[config.mk]
export PLATFORM = sky130hd
export DESIGN_NAME = a2d_ld_intf
export DESIGN_NICKNAME = d
export VERILOG_FILES = /design/src/rtl/segway_pkg.sv /design/src/rtl/spi_mnrch.sv /design/src/rtl/a2d_ld_intf.sv
export SDC_FILE = /design/constraint.sdc
export NUM_CORES = 1
export LEC_CHECK = 0
export ABC_AREA = 1
export ABC_CLOCK_PERIOD_IN_PS = 4670
export CAP_MARGIN = 0
export CORE_MARGIN = 2
export CORE_UTILIZATION = 50
export DETAILED_ROUTE_END_ITERATION = 7
export GPL_TIMING_DRIVEN = 0
export PLACE_DENSITY = 0.74
export SLEW_MARGIN = 25
export SYNTH_ARGS = -nofsm -noshare
export SYNTH_HDL_FRONTEND = slang
export SYNTH_SLANG_ARGS = --single-unit
export TNS_END_PERCENT = 30
[constraint.sdc]
create_clock -name clk -period 4.67 [get_ports clk]
set_clock_uncertainty 0.2 [all_clocks]
set_input_delay 0.934 -clock clk [delete_from_list [all_inputs] [get_ports clk]]
set_output_delay 0.934 -clock clk [all_outputs]
set_load 0.05 [all_outputs]
[src/rtl/segway_pkg.sv]
`default_nettype none
// ============================================================================
// Package     : segway_pkg
// Description : Shared types and constants for the A2D load-cell interface.
// Revision    : 1.0 - initial release
// ============================================================================
package segway_pkg;

    typedef enum logic [1:0] {IDLE, CMD, GAP, READ} a2d_state_t;

    typedef enum logic [1:0] {RR_LFT, RR_RGHT, RR_STEER, RR_BATT} rr_idx_t;

    localparam int SPI_FRAME_BITS = 16;

    // ADC command word: channel number sits in bits [13:11]
    function automatic logic [SPI_FRAME_BITS-1:0] a2d_cmd(input logic [2:0] ch);
        return {2'b00, ch, 11'h000};
    endfunction

endpackage
`default_nettype wire

[src/rtl/spi_mnrch.sv]
`default_nettype none
// ============================================================================
// Module      : spi_mnrch
// Description : 16-bit mode-3 SPI master, SCLK = clk/32, one frame per wrt.
// Revision    : 1.0 - initial release
// ============================================================================
module spi_mnrch
    import segway_pkg::*;
(
    input  logic                      clk,
    input  logic                      rst,
    input  logic                      wrt,
    input  logic [SPI_FRAME_BITS-1:0] wt_data,
    output logic                      done,
    output logic [SPI_FRAME_BITS-1:0] rd_data,
    output logic                      SS_n,
    output logic                      SCLK,
    output logic                      MOSI,
    input  logic                      MISO
);

    localparam logic [4:0] c_DIV_PRESET = 5'b10111;
    localparam logic [4:0] c_DIV_RISE   = 5'b01111;
    localparam logic [4:0] c_DIV_FALL   = 5'b11111;
    localparam logic [4:0] c_DIV_DONE   = 5'd6;
    localparam logic [4:0] c_LAST_BIT   = 5'(SPI_FRAME_BITS);
    localparam logic [4:0] c_TAIL       = 5'(SPI_FRAME_BITS + 1);

    logic                      r_active;
    logic                      r_sclk;
    logic [4:0]                r_div;
    logic [4:0]                r_fall_cnt;
    logic [SPI_FRAME_BITS-1:0] r_shreg;
    logic                      r_miso_smpl;

    logic w_tail;
    logic w_fall;
    logic w_shft;
    logic w_smpl;
    logic w_done;

    // Fall events: the first is the leading edge (no shift), the 17th is a
    // phantom fall with SCLK parked high that captures the last MISO bit.
    assign w_tail = (r_fall_cnt == c_TAIL);
    assign w_fall = r_active && (r_div == c_DIV_FALL) && !w_tail;
    assign w_shft = w_fall && (r_fall_cnt != 5'd0);
    assign w_smpl = r_active && (r_div == c_DIV_RISE) && !w_tail;
    // SS_n stays low until the frame has spanned 528 clk
    assign w_done = r_active && w_tail && (r_div == c_DIV_DONE);

    always_ff @(posedge clk) begin
        if (rst) begin
            r_active    <= 1'b0;
            r_sclk      <= 1'b1;
            r_div       <= c_DIV_PRESET;
            r_fall_cnt  <= 5'd0;
            r_shreg     <= '0;
            r_miso_smpl <= 1'b0;
        end else if (!r_active) begin
            if (wrt) begin
                r_active   <= 1'b1;
                r_sclk     <= 1'b1;
                r_div      <= c_DIV_PRESET;
                r_fall_cnt <= 5'd0;
                r_shreg    <= wt_data;
            end
        end else begin
            r_div <= r_div + 5'd1;
            if (w_smpl) begin
                r_miso_smpl <= MISO;
                r_sclk      <= 1'b1;
            end
            if (w_fall) begin
                r_fall_cnt <= r_fall_cnt + 5'd1;
                if (r_fall_cnt != c_LAST_BIT) begin
                    r_sclk <= 1'b0;
                end
            end
            if (w_shft) begin
                r_shreg <= {r_shreg[SPI_FRAME_BITS-2:0], r_miso_smpl};
            end
            if (w_done) begin
                r_active <= 1'b0;
            end
        end
    end

    assign done    = w_done;
    assign rd_data = r_shreg;
    assign SS_n    = ~r_active;
    assign SCLK    = r_sclk;
    assign MOSI    = r_active & r_shreg[SPI_FRAME_BITS-1];

endmodule
`default_nettype wire

[src/rtl/a2d_ld_intf.sv]
`default_nettype none
// ============================================================================
// Module      : a2d_ld_intf
// Description : Round-robin ADC reader publishing four 12-bit channel results.
// Revision    : 1.0 - initial release
// ============================================================================
module a2d_ld_intf
    import segway_pkg::*;
#(
    parameter logic [2:0] CH_LFT   = 3'd0,
    parameter logic [2:0] CH_RGHT  = 3'd4,
    parameter logic [2:0] CH_STEER = 3'd5,
    parameter logic [2:0] CH_BATT  = 3'd6
) (
    input  logic        clk,
    input  logic        rst,
    input  logic        nxt,
    input  logic        MISO,
    output logic        SS_n,
    output logic        SCLK,
    output logic        MOSI,
    output logic [11:0] lft_ld,
    output logic [11:0] rght_ld,
    output logic [11:0] steer_pot,
    output logic [11:0] batt,
    output logic        vld
);

    a2d_state_t r_state;
    a2d_state_t w_state_nxt;
    rr_idx_t    r_rr;

    logic [11:0] r_lft_ld;
    logic [11:0] r_rght_ld;
    logic [11:0] r_steer_pot;
    logic [11:0] r_batt;
    logic        r_vld;

    logic                      w_wrt;
    logic [SPI_FRAME_BITS-1:0] w_wt_data;
    logic                      w_load;
    logic                      w_done;
    logic [SPI_FRAME_BITS-1:0] w_rd_data;
    logic [2:0]                w_ch;
    logic                      w_unused_rd_hi;

    spi_mnrch u_spi (
        .clk     (clk),
        .rst     (rst),
        .wrt     (w_wrt),
        .wt_data (w_wt_data),
        .done    (w_done),
        .rd_data (w_rd_data),
        .SS_n    (SS_n),
        .SCLK    (SCLK),
        .MOSI    (MOSI),
        .MISO    (MISO)
    );

    // The ADC returns a 4-bit header ahead of the 12-bit result
    assign w_unused_rd_hi = &{1'b0, w_rd_data[SPI_FRAME_BITS-1:12]};

    always_comb begin
        w_ch = CH_LFT;
        case (r_rr)
            RR_LFT:   w_ch = CH_LFT;
            RR_RGHT:  w_ch = CH_RGHT;
            RR_STEER: w_ch = CH_STEER;
            RR_BATT:  w_ch = CH_BATT;
            default:  w_ch = CH_LFT;
        endcase
    end

    always_ff @(posedge clk) begin
        if (rst) begin
            r_state <= IDLE;
        end else begin
            r_state <= w_state_nxt;
        end
    end

    always_comb begin
        w_state_nxt = r_state;
        w_wrt       = 1'b0;
        w_wt_data   = '0;
        w_load      = 1'b0;
        case (r_state)
            IDLE: begin
                if (nxt) begin
                    w_wrt       = 1'b1;
                    w_wt_data   = a2d_cmd(w_ch);
                    w_state_nxt = CMD;
                end
            end
            CMD: begin
                if (w_done) begin
                    w_state_nxt = GAP;
                end
            end
            GAP: begin
                w_wrt       = 1'b1;
                w_state_nxt = READ;
            end
            READ: begin
                if (w_done) begin
                    w_load      = 1'b1;
                    w_state_nxt = IDLE;
                end
            end
            default: w_state_nxt = IDLE;
        endcase
    end

    always_ff @(posedge clk) begin
        if (rst) begin
            r_rr        <= RR_LFT;
            r_lft_ld    <= 12'h000;
            r_rght_ld   <= 12'h000;
            r_steer_pot <= 12'h000;
            r_batt      <= 12'h000;
            r_vld       <= 1'b0;
        end else begin
            r_vld <= w_load;
            if (w_load) begin
                case (r_rr)
                    RR_LFT:   r_lft_ld    <= w_rd_data[11:0];
                    RR_RGHT:  r_rght_ld   <= w_rd_data[11:0];
                    RR_STEER: r_steer_pot <= w_rd_data[11:0];
                    RR_BATT:  r_batt      <= w_rd_data[11:0];
                    default:  r_lft_ld    <= w_rd_data[11:0];
                endcase
                r_rr <= rr_idx_t'(r_rr + 2'd1);
            end
        end
    end

    assign lft_ld    = r_lft_ld;
    assign rght_ld   = r_rght_ld;
    assign steer_pot = r_steer_pot;
    assign batt      = r_batt;
    assign vld       = r_vld;

endmodule
`default_nettype wire

==> impl_metrics.toml, run 1 <==
[global_routing]
grt_antenna_before_repair = 0
groute.usage.overall = 0.228
first_global_vias = 3237
grt_pass1_wl_um = 15600
grt_start_max_net_pins = 15
overflow = 0

[setup_path]
critical_path_class = "flop to output pin"
endpoint_kind = "output pin"
worstSetupStartpointType = "flop"
critical_path.cell_chain = "buf_4, clkbuf_1, nand2_1, inv_1, clkdlybuf4s50_1"
crit_fanout = 10
cp_data_arrival_time_ns = 2.14
crit_path_max_delay_cell_type = "clkdlybuf4s50_1"
timing.critical_path.slowest_cell_delay_ns = 0.79
cp.required_ns = 3.54

[yosys]
fraction_of_the_mapped_netlist_area_in_adder_cells = 0.0565
yosys-mux-area-fraction = 0
yosys_register_bits = 82
synth_cells = 587
synth_area_leaders = "dfxtp_1 41%, nand2_1 16%, nor2_1 14%"
post_synth_num_cell_types = 25
synth_sequential_area_ratio = 0.412
ys.warnings.count = 0
yosysTopAreaCellShare = 0.412
syn-num-nets = 609
synth_top_area_cell = "dfxtp_1"
synth-simple-area-share = 0.383
synth_top_family_by_area = "simple AND/OR/NAND/NOR gates"
synth_compound_area_frac = 0.0270
synthXorXnorAreaFrac = 0.00439
synth.avg_cell_area_um2 = 6.79
post_synth_instance_area_um2 = 3990

[power_and_ir_drop]
overall_power_mw = 1.96
peakVddDrop_mv = 0.285
static-leakage-power_nw = 2.61
p_per_area_nw_per_um2 = 404

[sta]
final_period_minus_worst_setup_slack_ns = 3.27
final_min_period_over_clock_period = 0.701
setup-violations-final = 0
setup_repair_after_global_routing_missed_its_margin = "false"
hold_viol = 0
setup-tns-final_ns = 0
fmax_ghz = 0.306
timing.max_slew.rel_slack = 0.641
worst_pin_slew_ns = 0.538
final_max_slew_viol_count = 0

[place]
place.detailed.instances = 743
dpl_cell_area_um2 = 4660
post-dp-hpwl_um = 6680
gp_routability_congestion = 0.812
count_of_buffers_from_port_buffering = 54

[drt]
detailedRoute.firstPassIterationCount = 6
drc = 0
detail_route.iter0.violations = 164
drt.antenna.violating_nets = 0
via_per_inst = 4.77
avgRoutedWirePerCell_um = 12.4
postRouteWirelength_um = 9400
vias = 3618

[cts]
cts_hold_buf = 0
cts_buffer_depth = 2
ctsHtreeMaxLevel = 3
cts.repair_timing.setup_buffer_count = 0
inserted_clock_buffers = 9
tritoncts = "built"
cts_num_sinks = 82
post_cts_resized = 0
clkLatencyLatePin_ns = 0.35
cts_root_buffer = "clkbuf_8"
cts.reportedPaths.clkPinSlew_ns = 0.08

[cells_and_area]
n_antenna_cell = 0
post_route_cells_drive_above_1_share = 0.0776
postLayoutCellArea_um2 = 4860
most_frequent_cells_in_the_layout = "169 x nand2_1, 148 x nor2_1, 82 x dfxtp_1, 77 x inv_1, 54 x clkdlybuf4s50_1"
num-fill-cells = 715
final_nets = 674
areaGrowthSynthToFinish_pct = 21.9
fin_cells = 759
mostFrequentLayoutCell = "nand2_1"

[floorplanning]
core_region_area_um2 = 7730
die_x_um = 93.3
starting_utilization_of_the_core_area = 0.516
num_rows = 32
fp.dieArea_um2 = 8710
chipHeight_um = 93.3
num_io_pins = 56

[outcome]
outcome = "completed"

[run]
drv.max_cap_violation_count = 0

[min_path]
min_path_type = "flop to flop"
-- power by group --
part | leakage [nW] | switching (mW) | internal (mW)
clock | 0.0945 | 0.264 | 0.261
combinational | 1.86 | 0.325 | 0.187
sequential | 0.665 | 0.140 | 0.785
total | 2.61 | 0.729 | 1.23
-- sequential cells by signal (all words and copies together), names as in the netlist, 2 cells and up --
signal	flops
batt	12
lft_ld	12
r_rr	2
r_state	2
rght_ld	12
steer_pot	12
u_spi.r_div	5
u_spi.r_fall_cnt	5
u_spi.rd_data	16
-- through the flow --
stage          utilization  hold slack, ns  setup WS [ns]
6_report             0.629           0.293           1.40
5_1_grt              0.629           0.322           1.28
4_1_cts              0.629           0.298           1.35
3_5_place_dp         0.602           0.279           1.74
3_3_place_gp         0.602           0.268           1.74
2_1_floorplan            -           0.255           2.45
-- synthesized netlist by cell type --
master and number:
o21ai_1 1, nand2_2 2, buf_6 6, nand3_1 16
xor2_1 2, o21ai_0 10, inv_1 77, nor3_1 1
inv_2 5, or2_2 1, dfxtp_1 82, nor2_8 1
nand3b_1 12, nor2_4 1, buf_2 9, nor2_1 148
o31ai_1 1, ha_1 18, nand4_4 4, nand4_1 1
clkbuf_1 5, a21oi_1 9, nand2_1 169, nand3_2 2
buf_4 4
-- cell families (layout without fill, tap and decap cells) --
family	count (synthesis)	count (layout)
xor+xnor	2	2
compound gates	21	21
buf+inv	106	176
fa+ha+maj	18	18
simple gates	358	358
flops	82	82
-- routing by layer --
layer	GRT usage	wire [um]	up-vias
li1	-	-	1877
met1	0.296	4310	1634
met2	0.381	4460	93
met3	0.0451	468	14
met4	0.0760	161	0
met5	0	0	-
-- worst max-delay path: cells and delay by family (launching register included) --
kind | cells | cell delay (ns)
buf+inv | 4 | 1.37
flops | 1 | 0.31
simple gates | 1 | 0.10
-- cell type report --
cell class	instances	area [um2]	area share
timing repair buffer	54	541	0.111
clock inverter	6	66.3	0.0136
inverter	82	308	0.0633
buffer	24	161	0.0332
multi-input combinational	399	1880	0.386
sequential	82	1640	0.338
tap	102	128	0.0263
clock buffer	10	138	0.0283
-- path summary, 6_finish.rpt --
check	endpoint	from	cells after the start	slack, ns
worst max-delay path	MOSI	u_spi.r_active	5	1.40
worst min-delay path	u_spi.rd_data[15]	u_spi.rd_data[15]	2	0.29
worst max register to register	u_spi.rd_data[12]	u_spi.r_div[1]	12	2.56
worst min register to register	u_spi.rd_data[15]	u_spi.rd_data[15]	2	0.29
Note: power is estimated with default switching activity, not from simulation.
==> run 2: changes to the inputs <==
Settings changed: ABC_CLOCK_PERIOD_IN_PS 4670 to 2630, CORE_UTILIZATION 50 to 49, PLACE_DENSITY 0.74 to 0.76.
Clock period 4.67 ns to 2.63 ns, I/O delays scaled along.
==> run 2 against run 1 <==
- flip-flop and latch count unchanged
- sequential power up 77%
- count of clock-buffer cells in the layout down 1
- via count down 0.83%
- combinational power up 80%
- clock power up 65%
- largest cell class unchanged
==> impl_metrics.toml, run 2 (synthesis results as in run 1) <==
[setup_path]
cp_data_arrival_time_ns = 1.82
regToRegEndpoint = "u_spi.rd_data[12]"
worstRegToRegCells = 12
endpoint_kind = "output pin"
r2r_setup_slack_ns = 0.46
crit_fanout = 9
r2r_start = "u_spi.r_div[1]"
cp.required_ns = 1.90
worstSetupStartpointType = "flop"
critical_path_class = "flop to output pin"

[sta]
final_max_slew_viol_count = 0
hold_viol = 0
worst_pin_slew_ns = 0.516
setup_repair_after_global_routing_missed_its_margin = "false"
fmax_ghz = 0.393
timing.max_slew.rel_slack = 0.655
final_min_period_over_clock_period = 0.967
setup-tns-final_ns = 0
final_period_minus_worst_setup_slack_ns = 2.54
setup-violations-final = 0

[outcome]
outcome = "completed"

[min_path]
min-delay-start = "u_spi.rd_data[14]"
holdPathEnd = "u_spi.rd_data[14]"
min_path_type = "flop to flop"
whs_path_depth = 2

[drt]
detailedRoute.firstPassIterationCount = 6
vias = 3588
avgRoutedWirePerCell_um = 12.2
drt.antenna.violating_nets = 0
postRouteWirelength_um = 9280
detail_route.iter0.violations = 222
via_per_inst = 4.73
drc = 0

[cells_and_area]
post_route_cells_drive_above_1_share = 0.0791
mostFrequentLayoutCell = "nand2_1"
final_nets = 674
sequential_cell_area_um2 = 1640
most_frequent_cells_in_the_layout = "169 x nand2_1, 148 x nor2_1, 82 x dfxtp_1, 77 x inv_1, 53 x clkdlybuf4s50_1"
largest_register_ff_count = 16
num-fill-cells = 758
n_antenna_cell = 0
areaGrowthSynthToFinish_pct = 21.4
area_of_combinational_cells_with_multiple_inputs_um2 = 1880
finish.utilization = 0.620

[floorplanning]
core_region_area_um2 = 7810
num_rows = 32
die_x_um = 94.2
chipHeight_um = 94.2
fp.dieArea_um2 = 8880
num_io_pins = 56
starting_utilization_of_the_core_area = 0.511

[place]
gp_routability_congestion = 0.867
count_of_buffers_from_port_buffering = 54
post-dp-hpwl_um = 6670

[cts]
cts_root_buffer = "clkbuf_8"
cts_buffer_depth = 2
inserted_clock_buffers = 9
cts_num_sinks = 82
ctsHtreeMaxLevel = 3
clkLatencyLatePin_ns = 0.36
tritoncts = "built"
cts.repair_timing.setup_buffer_count = 0
cts.reportedPaths.clkPinSlew_ns = 0.09

[global_routing]
grt_pass1_wl_um = 15300
first_global_vias = 3188
grt_antenna_before_repair = 0
groute.usage.overall = 0.222
overflow = 0
grt_start_max_net_pins = 17

[power_and_ir_drop]
clockPowerShare = 0.253
seq_power_share = 0.478
power.switching_mw = 1.34
cell_internal_pwr_mw = 2.09
static-leakage-power_nw = 2.62
peakVddDrop_mv = 0.549
p_per_area_nw_per_um2 = 708
combinational_share_of_power = 0.269
p_sw_frac = 0.392

[run]
drv.max_cap_violation_count = 0
-- run 2: worst max-delay path: stages (launching register included) --
cell and delay (ns):
dfxtp_1 0.32, buf_4 0.17, inv_2 0.14, clkdlybuf4s50_1 0.83
-- run 2: cell type report --
class / count / share of cell area
inverter: 82 / 0.0636
timing repair buffer: 54 / 0.111
sequential: 82 / 0.339
buffer: 24 / 0.0336
tap: 102 / 0.0264
clock inverter: 7 / 0.0127
clock buffer: 9 / 0.0256
multi-input combinational: 399 / 0.388
-- run 2: what timing repair did --
action | in CTS | in global routing
endpoints found under the setup margin | 1 | 0
hold buffers | 0 | 0
hold endpoints to repair | 0 | 0
gates resized for setup | 2 | 0
-- run 2: per-layer routing --
metal / global-route usage / share of wire / wire (um) / up-vias
li1: - / - / - / 1871
met1: 0.293 / 0.47 / 4400 / 1614
met2: 0.368 / 0.47 / 4330 / 95
met3: 0.0506 / 0.051 / 474 / 8
met4: 0.0568 / 0.0084 / 78 / 0
met5: 0 / 0 / 0 / -
-- run 2: worst max-delay path by stage --
stage	endpoint	cells after the start	slack (ns)	start
2_1_floorplan	MOSI	4	0.82	u_spi.r_active
3_3_place_gp	MOSI	5	0.09	u_spi.r_active
3_5_place_dp	MOSI	5	0.07	u_spi.r_active
4_1_cts	SS_n	3	0.08	u_spi.r_active
5_1_grt	SS_n	3	0.05	u_spi.r_active
6_report	SS_n	3	0.09	u_spi.r_active
-- run 2: per-stage QoR --
step / instance area [um2] / setup slack [ns] / cells / power, mW / hold slack [ns]
detailed placement: 4660 / 0.0710 / 743 / 2.58 / 0.280
finish: 4840 / 0.0878 / 759 / 3.43 / 0.291
global route: 4840 / 0.0511 / 759 / 3.65 / 0.335
CTS: 4840 / 0.0806 / 759 / 3.44 / 0.293
global placement: 4660 / 0.0871 / 743 / 2.54 / 0.268
floorplan: 3990 / 0.817 / 587 / 2.27 / 0.255
-- run 2: power by group through the flow --
stage	Sequential [mW]	Combinational, mW	Clock [mW]
detailed placement	1.66	0.915	0
CTS	1.63	0.919	0.884
finish	1.64	0.921	0.867
global route	1.66	1.05	0.945
floorplan	1.56	0.712	0
global placement	1.66	0.886	0
